--- src/rtl/pong_pkg.sv ---
// Shared types and default constants for the pong game controller.
package pong_pkg;

    localparam logic [2:0]  DEFAULT_WIN_SCORE   = 3'd7;
    localparam logic [25:0] DEFAULT_PERIOD_INIT = 26'd500_000;
    localparam logic [25:0] DEFAULT_PERIOD_MIN  = 26'd50_000;
    localparam logic [7:0]  DEFAULT_SERVE_TICKS = 8'd60;

    typedef enum logic [2:0] {
        StIdle  = 3'd0,
        StServe = 3'd1,
        StPlay  = 3'd2,
        StPoint = 3'd3,
        StOver  = 3'd4
    } pong_state_e;

    // Speed up by 1/8 per point; the floor is applied after the subtraction.
    function automatic logic [25:0] shrink_period(input logic [25:0] period,
                                                  input logic [25:0] floor_val);
        logic [25:0] next;
        next = period - (period >> 3);
        return (next < floor_val) ? floor_val : next;
    endfunction

endpackage

--- src/rtl/pong_game_ctrl_if.sv ---
// Game-control bus between the playfield/tick logic and the pong game controller.
interface pong_game_ctrl_if;
    logic        tick;
    logic        serve_req;
    logic        new_game;
    logic        ball_off_left;
    logic        ball_off_right;
    logic        in_play;
    logic        ball_reset;
    logic [2:0]  lpad_score;
    logic [2:0]  rpad_score;
    logic [25:0] game_period;
    logic        game_over;
    logic        winner;

    modport master (
        output tick, serve_req, new_game, ball_off_left, ball_off_right,
        input  in_play, ball_reset, lpad_score, rpad_score, game_period, game_over, winner
    );

    modport slave (
        input  tick, serve_req, new_game, ball_off_left, ball_off_right,
        output in_play, ball_reset, lpad_score, rpad_score, game_period, game_over, winner
    );
endinterface

--- src/rtl/pong_game_ctrl_serve_timer.sv ---
// Loadable 8-bit tick-decrement counter; done flags the last tick of the serve delay.
module serve_timer (
    input  logic       clk,
    input  logic       rst,
    input  logic       load,
    input  logic [7:0] load_val,
    input  logic       dec,
    output logic       done
);

    logic [7:0] count_q;

    always_ff @(posedge clk) begin
        if (rst) begin
            count_q <= 8'd0;
        end else if (load) begin
            count_q <= load_val;
        end else if (dec && (count_q != 8'd0)) begin
            count_q <= count_q - 8'd1;
        end
    end

    assign done = (count_q == 8'd1);

endmodule

--- src/rtl/pong_game_ctrl.sv ---
// Pong game sequencing: serve delay, point scoring, speed-up and game-over handling.
// Build option: define PONG_AUTO_SERVE_EN to re-serve automatically after a non-winning point.
module pong_game_ctrl
    import pong_pkg::*;
#(
    parameter logic [2:0]  WIN_SCORE   = DEFAULT_WIN_SCORE,
    parameter logic [25:0] PERIOD_INIT = DEFAULT_PERIOD_INIT,
    parameter logic [25:0] PERIOD_MIN  = DEFAULT_PERIOD_MIN,
    parameter logic [7:0]  SERVE_TICKS = DEFAULT_SERVE_TICKS
) (
    input logic             clk,
    input logic             rst,
    pong_game_ctrl_if.slave bus
);

    localparam logic [7:0] SERVE_LOAD = (SERVE_TICKS == 8'd0) ? 8'd1 : SERVE_TICKS;

    pong_state_e state_q, state_d;
    logic [2:0]  lscore_q, lscore_d;
    logic [2:0]  rscore_q, rscore_d;
    logic [25:0] period_q, period_d;
    logic        ball_reset_q, ball_reset_d;
    logic        winner_q, winner_d;
    logic        credit_right_q, credit_right_d;
    logic        in_play_q;
    logic        game_over_q;

    logic timer_load;
    logic timer_dec;
    logic timer_done;

    serve_timer u_serve_timer (
        .clk      (clk),
        .rst      (rst),
        .load     (timer_load),
        .load_val (SERVE_LOAD),
        .dec      (timer_dec),
        .done     (timer_done)
    );

    always_comb begin
        state_d        = state_q;
        lscore_d       = lscore_q;
        rscore_d       = rscore_q;
        period_d       = period_q;
        ball_reset_d   = 1'b0;
        winner_d       = winner_q;
        credit_right_d = credit_right_q;
        timer_load     = 1'b0;
        timer_dec      = 1'b0;

        case (state_q)
            StIdle: begin
                if (bus.tick && bus.serve_req) begin
                    state_d    = StServe;
                    timer_load = 1'b1;
                end
            end
            StServe: begin
                if (bus.tick) begin
                    timer_dec = 1'b1;
                    if (timer_done) state_d = StPlay;
                end
            end
            StPlay: begin
                if (bus.tick && (bus.ball_off_left || bus.ball_off_right)) begin
                    state_d        = StPoint;
                    ball_reset_d   = 1'b1;
                    period_d       = shrink_period(period_q, PERIOD_MIN);
                    // Left edge has priority when both flags are set.
                    credit_right_d = bus.ball_off_left;
                    if (bus.ball_off_left) begin
                        if (rscore_q < WIN_SCORE) rscore_d = rscore_q + 3'd1;
                    end else begin
                        if (lscore_q < WIN_SCORE) lscore_d = lscore_q + 3'd1;
                    end
                end
            end
            StPoint: begin
                if ((credit_right_q ? rscore_q : lscore_q) == WIN_SCORE) begin
                    state_d  = StOver;
                    winner_d = credit_right_q;
                end else begin
`ifdef PONG_AUTO_SERVE_EN
                    state_d    = StServe;
                    timer_load = 1'b1;
`else
                    state_d    = StIdle;
`endif
                end
            end
            StOver: begin
                if (bus.new_game) begin
                    state_d      = StIdle;
                    lscore_d     = 3'd0;
                    rscore_d     = 3'd0;
                    period_d     = PERIOD_INIT;
                    winner_d     = 1'b0;
                    ball_reset_d = 1'b1;
                end
            end
            default: state_d = StIdle;
        endcase
    end

    always_ff @(posedge clk) begin
        if (rst) begin
            state_q        <= StIdle;
            lscore_q       <= 3'd0;
            rscore_q       <= 3'd0;
            period_q       <= PERIOD_INIT;
            ball_reset_q   <= 1'b0;
            winner_q       <= 1'b0;
            credit_right_q <= 1'b0;
            in_play_q      <= 1'b0;
            game_over_q    <= 1'b0;
        end else begin
            state_q        <= state_d;
            lscore_q       <= lscore_d;
            rscore_q       <= rscore_d;
            period_q       <= period_d;
            ball_reset_q   <= ball_reset_d;
            winner_q       <= winner_d;
            credit_right_q <= credit_right_d;
            // Status flags follow the next state so they line up with it.
            in_play_q      <= (state_d == StPlay);
            game_over_q    <= (state_d == StOver);
        end
    end

    assign bus.in_play     = in_play_q;
    assign bus.ball_reset  = ball_reset_q;
    assign bus.lpad_score  = lscore_q;
    assign bus.rpad_score  = rscore_q;
    assign bus.game_period = period_q;
    assign bus.game_over   = game_over_q;
    assign bus.winner      = winner_q;

endmodule

--- src/flat_wrapper.sv ---
// flat-port wrapper written by rule: the top's interface ports become plain ports
module pong_game_ctrl_flat import pong_pkg::*;
#(
    parameter logic [2:0]  WIN_SCORE   = DEFAULT_WIN_SCORE,
    parameter logic [25:0] PERIOD_INIT = DEFAULT_PERIOD_INIT,
    parameter logic [25:0] PERIOD_MIN  = DEFAULT_PERIOD_MIN,
    parameter logic [7:0]  SERVE_TICKS = DEFAULT_SERVE_TICKS
)
  (clk, rst, bus_tick, bus_serve_req, bus_new_game, bus_ball_off_left, bus_ball_off_right, bus_in_play, bus_ball_reset, bus_lpad_score, bus_rpad_score, bus_game_period, bus_game_over, bus_winner);
  pong_game_ctrl_if bus_i ();
  input logic clk;
  input logic rst;
  input wire logic [$bits(bus_i.tick)-1:0] bus_tick;
  input wire logic [$bits(bus_i.serve_req)-1:0] bus_serve_req;
  input wire logic [$bits(bus_i.new_game)-1:0] bus_new_game;
  input wire logic [$bits(bus_i.ball_off_left)-1:0] bus_ball_off_left;
  input wire logic [$bits(bus_i.ball_off_right)-1:0] bus_ball_off_right;
  output wire logic [$bits(bus_i.in_play)-1:0] bus_in_play;
  output wire logic [$bits(bus_i.ball_reset)-1:0] bus_ball_reset;
  output wire logic [$bits(bus_i.lpad_score)-1:0] bus_lpad_score;
  output wire logic [$bits(bus_i.rpad_score)-1:0] bus_rpad_score;
  output wire logic [$bits(bus_i.game_period)-1:0] bus_game_period;
  output wire logic [$bits(bus_i.game_over)-1:0] bus_game_over;
  output wire logic [$bits(bus_i.winner)-1:0] bus_winner;
  assign bus_i.tick = bus_tick;
  assign bus_i.serve_req = bus_serve_req;
  assign bus_i.new_game = bus_new_game;
  assign bus_i.ball_off_left = bus_ball_off_left;
  assign bus_i.ball_off_right = bus_ball_off_right;
  assign bus_in_play = bus_i.in_play;
  assign bus_ball_reset = bus_i.ball_reset;
  assign bus_lpad_score = bus_i.lpad_score;
  assign bus_rpad_score = bus_i.rpad_score;
  assign bus_game_period = bus_i.game_period;
  assign bus_game_over = bus_i.game_over;
  assign bus_winner = bus_i.winner;
  pong_game_ctrl #(.WIN_SCORE(WIN_SCORE), .PERIOD_INIT(PERIOD_INIT), .PERIOD_MIN(PERIOD_MIN), .SERVE_TICKS(SERVE_TICKS)) u_core (.clk(clk), .rst(rst), .bus(bus_i));
endmodule
--- config.mk ---
export PLATFORM = sky130hd
export DESIGN_NAME = pong_game_ctrl_flat
export DESIGN_NICKNAME = d
export VERILOG_FILES = /design/src/rtl/pong_pkg.sv /design/src/rtl/pong_game_ctrl_if.sv /design/src/rtl/pong_game_ctrl_serve_timer.sv /design/src/rtl/pong_game_ctrl.sv /design/src/flat_wrapper.sv
export SDC_FILE = /design/constraint.sdc
export NUM_CORES = 1
export LEC_CHECK = 0
export ABC_AREA = 1
export CORE_ASPECT_RATIO = 0.8
export CORE_UTILIZATION = 50
export DETAILED_ROUTE_END_ITERATION = 6
export PLACE_DENSITY = 0.77
export REMOVE_ABC_BUFFERS = 1
export SLEW_MARGIN = 15
export SYNTH_ARGS = -nofsm -noshare
export SYNTH_HDL_FRONTEND = slang
export SYNTH_SLANG_ARGS = --single-unit
export TNS_END_PERCENT = 20
--- constraint.sdc ---
create_clock -name clk -period 3.1 [get_ports clk]
set_input_delay 0.775 -clock clk [delete_from_list [all_inputs] [get_ports clk]]
set_output_delay 0.775 -clock clk [all_outputs]
set_load 0.1 [all_outputs]
# == Word level (Yosys, flattened, before mapping) ==
# Index checks and enable logic that the tools add are counted.
# totals
input_bits,7
wordCells,81
regBits,48
# op_classes
add_sub_neg,4
order_cmp,3
n_reduce_logical,15
eq_ne,15
muxes,33
# ops
operator,n
26-bit 2-to-1 mux,3
26-bit one-hot mux with 2 select lines,1
3-bit 2-to-1 mux,14
26-bit by 16-bit < comparator with 1-bit output (second input constant),1
26-bit by 23-bit subtractor with 26-bit output,1
3-bit one-hot mux with 5 select lines,1
6-bit 2-to-1 mux,2
3-bit one-hot mux with 2 select lines,2
5-bit AND reduction,2
3-bit by 2-bit == test with 1-bit output (second input constant),3
3-bit == test (second input constant),3
8-bit by 1-bit == test with 1-bit output (second input constant),1
1-bit 2-to-1 mux,8
2-bit by 1-bit inequality test with 1-bit output (second input constant),4
8-bit nonzero test,1
8-bit by 1-bit subtractor with 8-bit output (second input constant),1
3-bit by 1-bit adder with 3-bit output (second input constant),2
3-bit < comparator (second input constant),2
2-bit inequality test (second input constant),3
3-bit AND reduction,2
2-bit nonzero test,3
1-bit one-hot mux with 2 select lines,2
3-bit by 1-bit == test with 1-bit output (second input constant),1
1-bit logical AND,3
other kinds (4),4

# == Depth between registers and ports, before layout ==
# logic_depth
word_depth,5
mapped_depth,19

# == Hierarchy ==
# Synthesis repeated with hierarchy kept, for this count alone.
# unflattened
cells_unflattened,735
area_unflattened_um2,4325.4
# modules_own_cells
module,area_each_um2,cells_each,instances,seq_area_each_um2
pong_game_ctrl,3672.3,628,1,800.8
serve_timer,653.1,107,1,160.2

# == Worst setup path after synthesis ==
# OpenSTA, ideal clock, no wires.
# synth_path
kind,flip-flop to flip-flop
startpoint,"register u_core.period_q[0], in the netlist u_core.bus.game_period[0]"
endpoint,"register u_core.period_q[0], in the netlist u_core.bus.game_period[0]"
path_buffers,1
setup_time_ns,0.132
slack_ns,0.031
stages_incl_launch_ff,19
arrival_time_ns,2.937
cell_sequence,dfxtp_1 -> inv_1 -> ha_1 -> fa_1 -> inv_1 -> nand3_1 -> nand2_2 -> nand2_1 -> nand2_1 -> nand2_1 -> nand4_1 -> nand2_1 -> nor2_1 -> nand2_1 -> nor2_2 -> nand2_4 -> buf_6 -> nand3b_1 -> a21oi_1
# synth_via
elab_chain_len,5
# synth_lines
item,line_no,source
start: declaration,pong_game_ctrl.sv:21,"logic [25:0] period_q, period_d;"
start signal: assignment,pong_game_ctrl.sv:121,period_q <= period_d;
26-bit by 23-bit subtractor with 26-bit output *,pong_pkg.sv:21,next = period - (period >> 3);
26-bit by 16-bit < comparator with 1-bit output,pong_pkg.sv:22,return (next < floor_val) ? floor_val : next;
26-bit 2-to-1 mux *,pong_pkg.sv:22,
26-bit 2-to-1 mux *,pong_game_ctrl.sv:66,if (bus.tick && (bus.ball_off_left || bus.ball_off_right)) begin
26-bit one-hot mux with 2 select lines *,pong_game_ctrl.sv:52,case (state_q)
# Every way passes the cells marked *; elsewhere a longest branch is shown, timed or not. The select of a mux whose other input is x is not followed.
# A chain may end at the register's enable or synchronous reset.

# == Worst setup path in the final report ==
# layout_path
startpoint,"register u_core.period_q[0], in the netlist u_core.bus.game_period[0]"
endpoint,"register u_core.period_q[14], in the netlist u_core.bus.game_period[14]"
# The elaborated chain is that of the path after synthesis.

==> results.tsv <==
stage	metric	value	unit
critical_path	cp-end-kind	flip-flop	
floorplanning	rows	28	
clock_network	cts_tree	yes	
clock_network	cts_hold_buffers	0	
floorplanning	die_h	81.8	microns
grt	grt_pass1_vias	3822	
power_and_ir_drop	p_per_area	244	nW/um^2
routing	drtIter0Drc	399	
layout	drive_above_1_share	0.107	
synthesis	syn_inst	675	
hold_path	hold_path.startpoint	u_core.credit_right_q$_SDFFE_PP0P_	
critical_path	path_class	reg2reg	
sta	setup_viol	0	
sta	period_share	0.856	
place	hpwl	8910	microns
sta	fin_crit	2.65	ns
routing	viasPerCell	5.37	
clock_network	cts.repair.resized	0	
status	run_status	finished clean	
sta	hold_viol	0	
routing	drt_first_pass_iters	5	
power_and_ir_drop	vdd_drop_max	0.000447	V
clock_network	cts_buffers	5	
place	place_inst	817	
clock_network	ctsRootBufferMaster	clkbuf_8	
grt	gr-total-overflow	0	
clock_network	postCtsSetupBuffers	0	
critical_path	cp_cell_sequence	inv_1 -> ha_1 -> fa_1 -> inv_1 -> nand3_1 -> nand2_2 -> nand2_1 -> nand2_1 -> nand2_1 -> nand4_1 -> nand2_1 -> nor2_1 -> nand3_1 -> nor2_2 -> nand2_4 -> nand2_1 -> nand2_1 -> a21oi_1	
routing	routed_wl	11200	microns
clock_network	clkTransAtPathRegs	0.10	ns
clock_network	cts.htree.levels	2	
sta	worst_pin_slew	0.555	ns
hold_path	min_to	u_core.credit_right_q$_SDFFE_PP0P_	
synthesis	syn_area	3980	sq um
floorplanning	placeableCoreArea	7530	sq um
floorplanning	dieArea	8320	sq um
place	place_congestion	0.937	
synthesis	synth_seq_cells	48	
grt	grt_pass1_wl	18400	microns
layout	finalNonFillerCells	825	
synthesis	ys.warnings.count	0	
critical_path	cpMostUsedCell	nand2_1	
sta	finClkSkew	0.0130	ns
grt	grt_start_max_net_pins	31	
sta	slew_violations	0	
routing	drc_errors	0	
layout	antenna_cells	0	
layout	syn_to_final_growth	13.8	%
clock_network	clockBufferDepth	2	
synthesis	yosysUniqueCellTypes	35	
critical_path	reg2reg_from	u_core.bus.game_period[0]$_SDFFE_PP0P_	
critical_path	critPathArrivalTime	2.91	ns
place	place_ws	0.515	ns
hold_path	worstHoldPathCells	2	
layout	nNetsFinal	754	
sta	fmax	0.377	GHz
sta	rsz0062_at_grt	no	
layout	layout.area.seq	961	sq um
sta	slew_headroom	0.628	
grt	grt_antenna_before_repair	0	
critical_path	startpoint_type	flip-flop	
critical_path	path_buf_inv	2	
synthesis	yosysSeqAreaShare	0.242	
critical_path	critPathMaxStageDelay	0.43	ns
job	maxCapViolCount	0	
routing	antenna_left	0	
critical_path	timing.rr.end	u_core.bus.game_period[14]$_SDFFE_PP0P_	
floorplanning	ioPinCount	43	
clock_network	cts_sinks	48	
layout	nFillCells	738	
critical_path	critPathRequiredTime	3.35	ns
clock_network	clock_latency	0.31	ns
power_and_ir_drop	power_leakage	2.33	nW
critical_path	cp_slowest_cell	fa_1	
critical_path	path_delay_family	simple AND/OR/NAND/NOR gates	
floorplanning	die_w	102	microns
synthesis	avgSynthCellArea	5.89	sq um
critical_path	r2r_slack	0.45	ns
critical_path	cp_max_fo	16	
sta	fin_tns_setup	0	ns
critical_path	reg2reg_depth	18	
hold_path	holdCritPathClass	reg2reg	
place	port_buffers	42	
floorplanning	initial_core_util	0.528	
routing	vias	4430	
layout	multi_input_area	2500	sq um
sta	finalWorstSetupSlack	0.446	ns
grt	grt.total_usage	0.284	
routing	wl_per_cell	13.5	microns
## worst min-delay path: cells and delay by family, from the launching register on
family          cells  cell delay (ns)
compound gates      1             0.05
simple gates        1             0.06
flops               1             0.33
## cell usage in the layout (no fill, tap or decap), types with 2 or more instances in the layout
cell | synthesis | layout
a21oi_1 | 45 | 45
a21oi_2 | 3 | 3
a31o_2 | 2 | 2
a31oi_1 | 5 | 5
buf_4 | 0 | 40
clkbuf_8 | 0 | 6
clkdlybuf4s50_1 | 0 | 6
clkinvlp_4 | 0 | 2
dfxtp_1 | 48 | 48
ha_1 | 27 | 27
inv_1 | 121 | 121
inv_2 | 3 | 3
nand2_1 | 220 | 220
nand2_2 | 5 | 5
nand3_1 | 54 | 54
nand3_2 | 2 | 2
nand3b_1 | 6 | 6
nand4_1 | 16 | 16
nor2_1 | 50 | 50
nor2_2 | 8 | 8
nor3_1 | 11 | 11
nor3_2 | 4 | 4
o211ai_1 | 4 | 4
o21ai_0 | 15 | 15
o21bai_1 | 3 | 3
or2_0 | 2 | 2
xnor2_1 | 3 | 3
## worst max path at each step
stage                                                  startpoint                                       to  slack, ns  depth (start not counted)
after floorplan            u_core.bus.game_period[0]$_SDFFE_PP0P_  u_core.bus.game_period[14]$_SDFFE_PP0P_        0.1                         18
after global placement    u_core.bus.game_period[23]$_SDFFE_PP0P_  u_core.bus.game_period[14]$_SDFFE_PP0P_       0.54                         14
after detailed placement   u_core.bus.game_period[0]$_SDFFE_PP0P_  u_core.bus.game_period[14]$_SDFFE_PP0P_       0.51                         18
after CTS                  u_core.bus.game_period[0]$_SDFFE_PP0P_  u_core.bus.game_period[14]$_SDFFE_PP0P_       0.49                         18
after global routing       u_core.bus.game_period[0]$_SDFFE_PP0P_  u_core.bus.game_period[14]$_SDFFE_PP0P_       0.12                         18
final                      u_core.bus.game_period[0]$_SDFFE_PP0P_  u_core.bus.game_period[14]$_SDFFE_PP0P_       0.45                         18
## routing by layer
metal / routed length, microns / global-route usage / share of wire
met5: 0 / 0 / 0
met4: 114 / 0.0609 / 0.010
met3: 1020 / 0.0272 / 0.091
met2: 4870 / 0.459 / 0.44
met1: 5150 / 0.408 / 0.46
## layout make-up
class,instances,area share
Multi-Input combinational cell,493,0.554
Sequential cell,48,0.212
Inverter,125,0.104
Timing Repair Buffer,46,0.0797
Tap cell,105,0.0290
Clock buffer,6,0.0183
Clock inverter,2,0.00332
## cell usage after synthesis
cell type,number,area share
xnor2_1,3,0.0066
and2_1,1,0.0016
nand2_1,220,0.21
o21ai_1,1,0.0013
buf_6,1,0.0028
buf_2,1,0.0013
nor3_2,4,0.010
nor3_1,11,0.014
nand2_2,5,0.0079
inv_2,3,0.0028
a21oi_1,45,0.057
fa_1,1,0.0050
o21ai_0,15,0.019
o21bai_1,3,0.0057
a21oi_2,3,0.0066
nand3_1,54,0.068
inv_1,121,0.11
o211ai_1,4,0.0076
xor2_1,1,0.0022
nand4_1,16,0.025
nand3_2,2,0.0050
clkinv_1,1,0.00094
o41ai_1,1,0.0022
a31o_2,2,0.0044
clkbuf_1,7,0.0066
nand3b_1,6,0.011
ha_1,27,0.085
nor2_1,50,0.047
a211oi_1,1,0.0019
or2_0,2,0.0031
nand2_4,1,0.0028
dfxtp_1,48,0.24
nor2_2,8,0.013
or2_2,1,0.0016
a31oi_1,5,0.0079
## state kept, by name, summed over array words and instances, names as in the netlist
signal,cells
u_core.bus.in_play,1
u_core.bus.lpad_score,3
u_core.bus.ball_reset,1
u_core.state_q,3
u_core.u_serve_timer.count_q,8
u_core.bus.game_period,26
u_core.bus.rpad_score,3
u_core.bus.winner,1
u_core.bus.game_over,1
u_core.credit_right_q,1
## power by group
part	switching (mW)	leakage [nW]	internal [mW]
Sequential	0.00735	0.388	0.624
Combinational	0.0441	1.90	0.0243
Clock	0.223	0.0434	0.181
Total	0.275	2.33	0.829
## per-stage QoR
step	instance area (sq um)	hold slack (ns)	utilization	total power [mW]
after global placement	4430	0.458	0.588	0.709
after global routing	4520	0.524	0.600	1.14
after detailed placement	4430	0.471	0.588	0.712
after CTS	4520	0.486	0.600	1.11
final	4520	0.487	0.600	1.10
after floorplan	3930	0.445	-	0.685
## cell families (layout without fill, tap and decap cells)
logic type	count (synthesis)	after routing	share of synthesized area
AO/OA/AOI/OAI	80	80	0.113
XOR/XNOR	4	4	0.00881
adder cells (fa/ha/maj)	28	28	0.0900
buffers and inverters	134	179	0.129
flip-flops	48	48	0.242
AND/OR/NAND/NOR	381	381	0.418
Note: power is estimated with default switching activity, not from simulation.
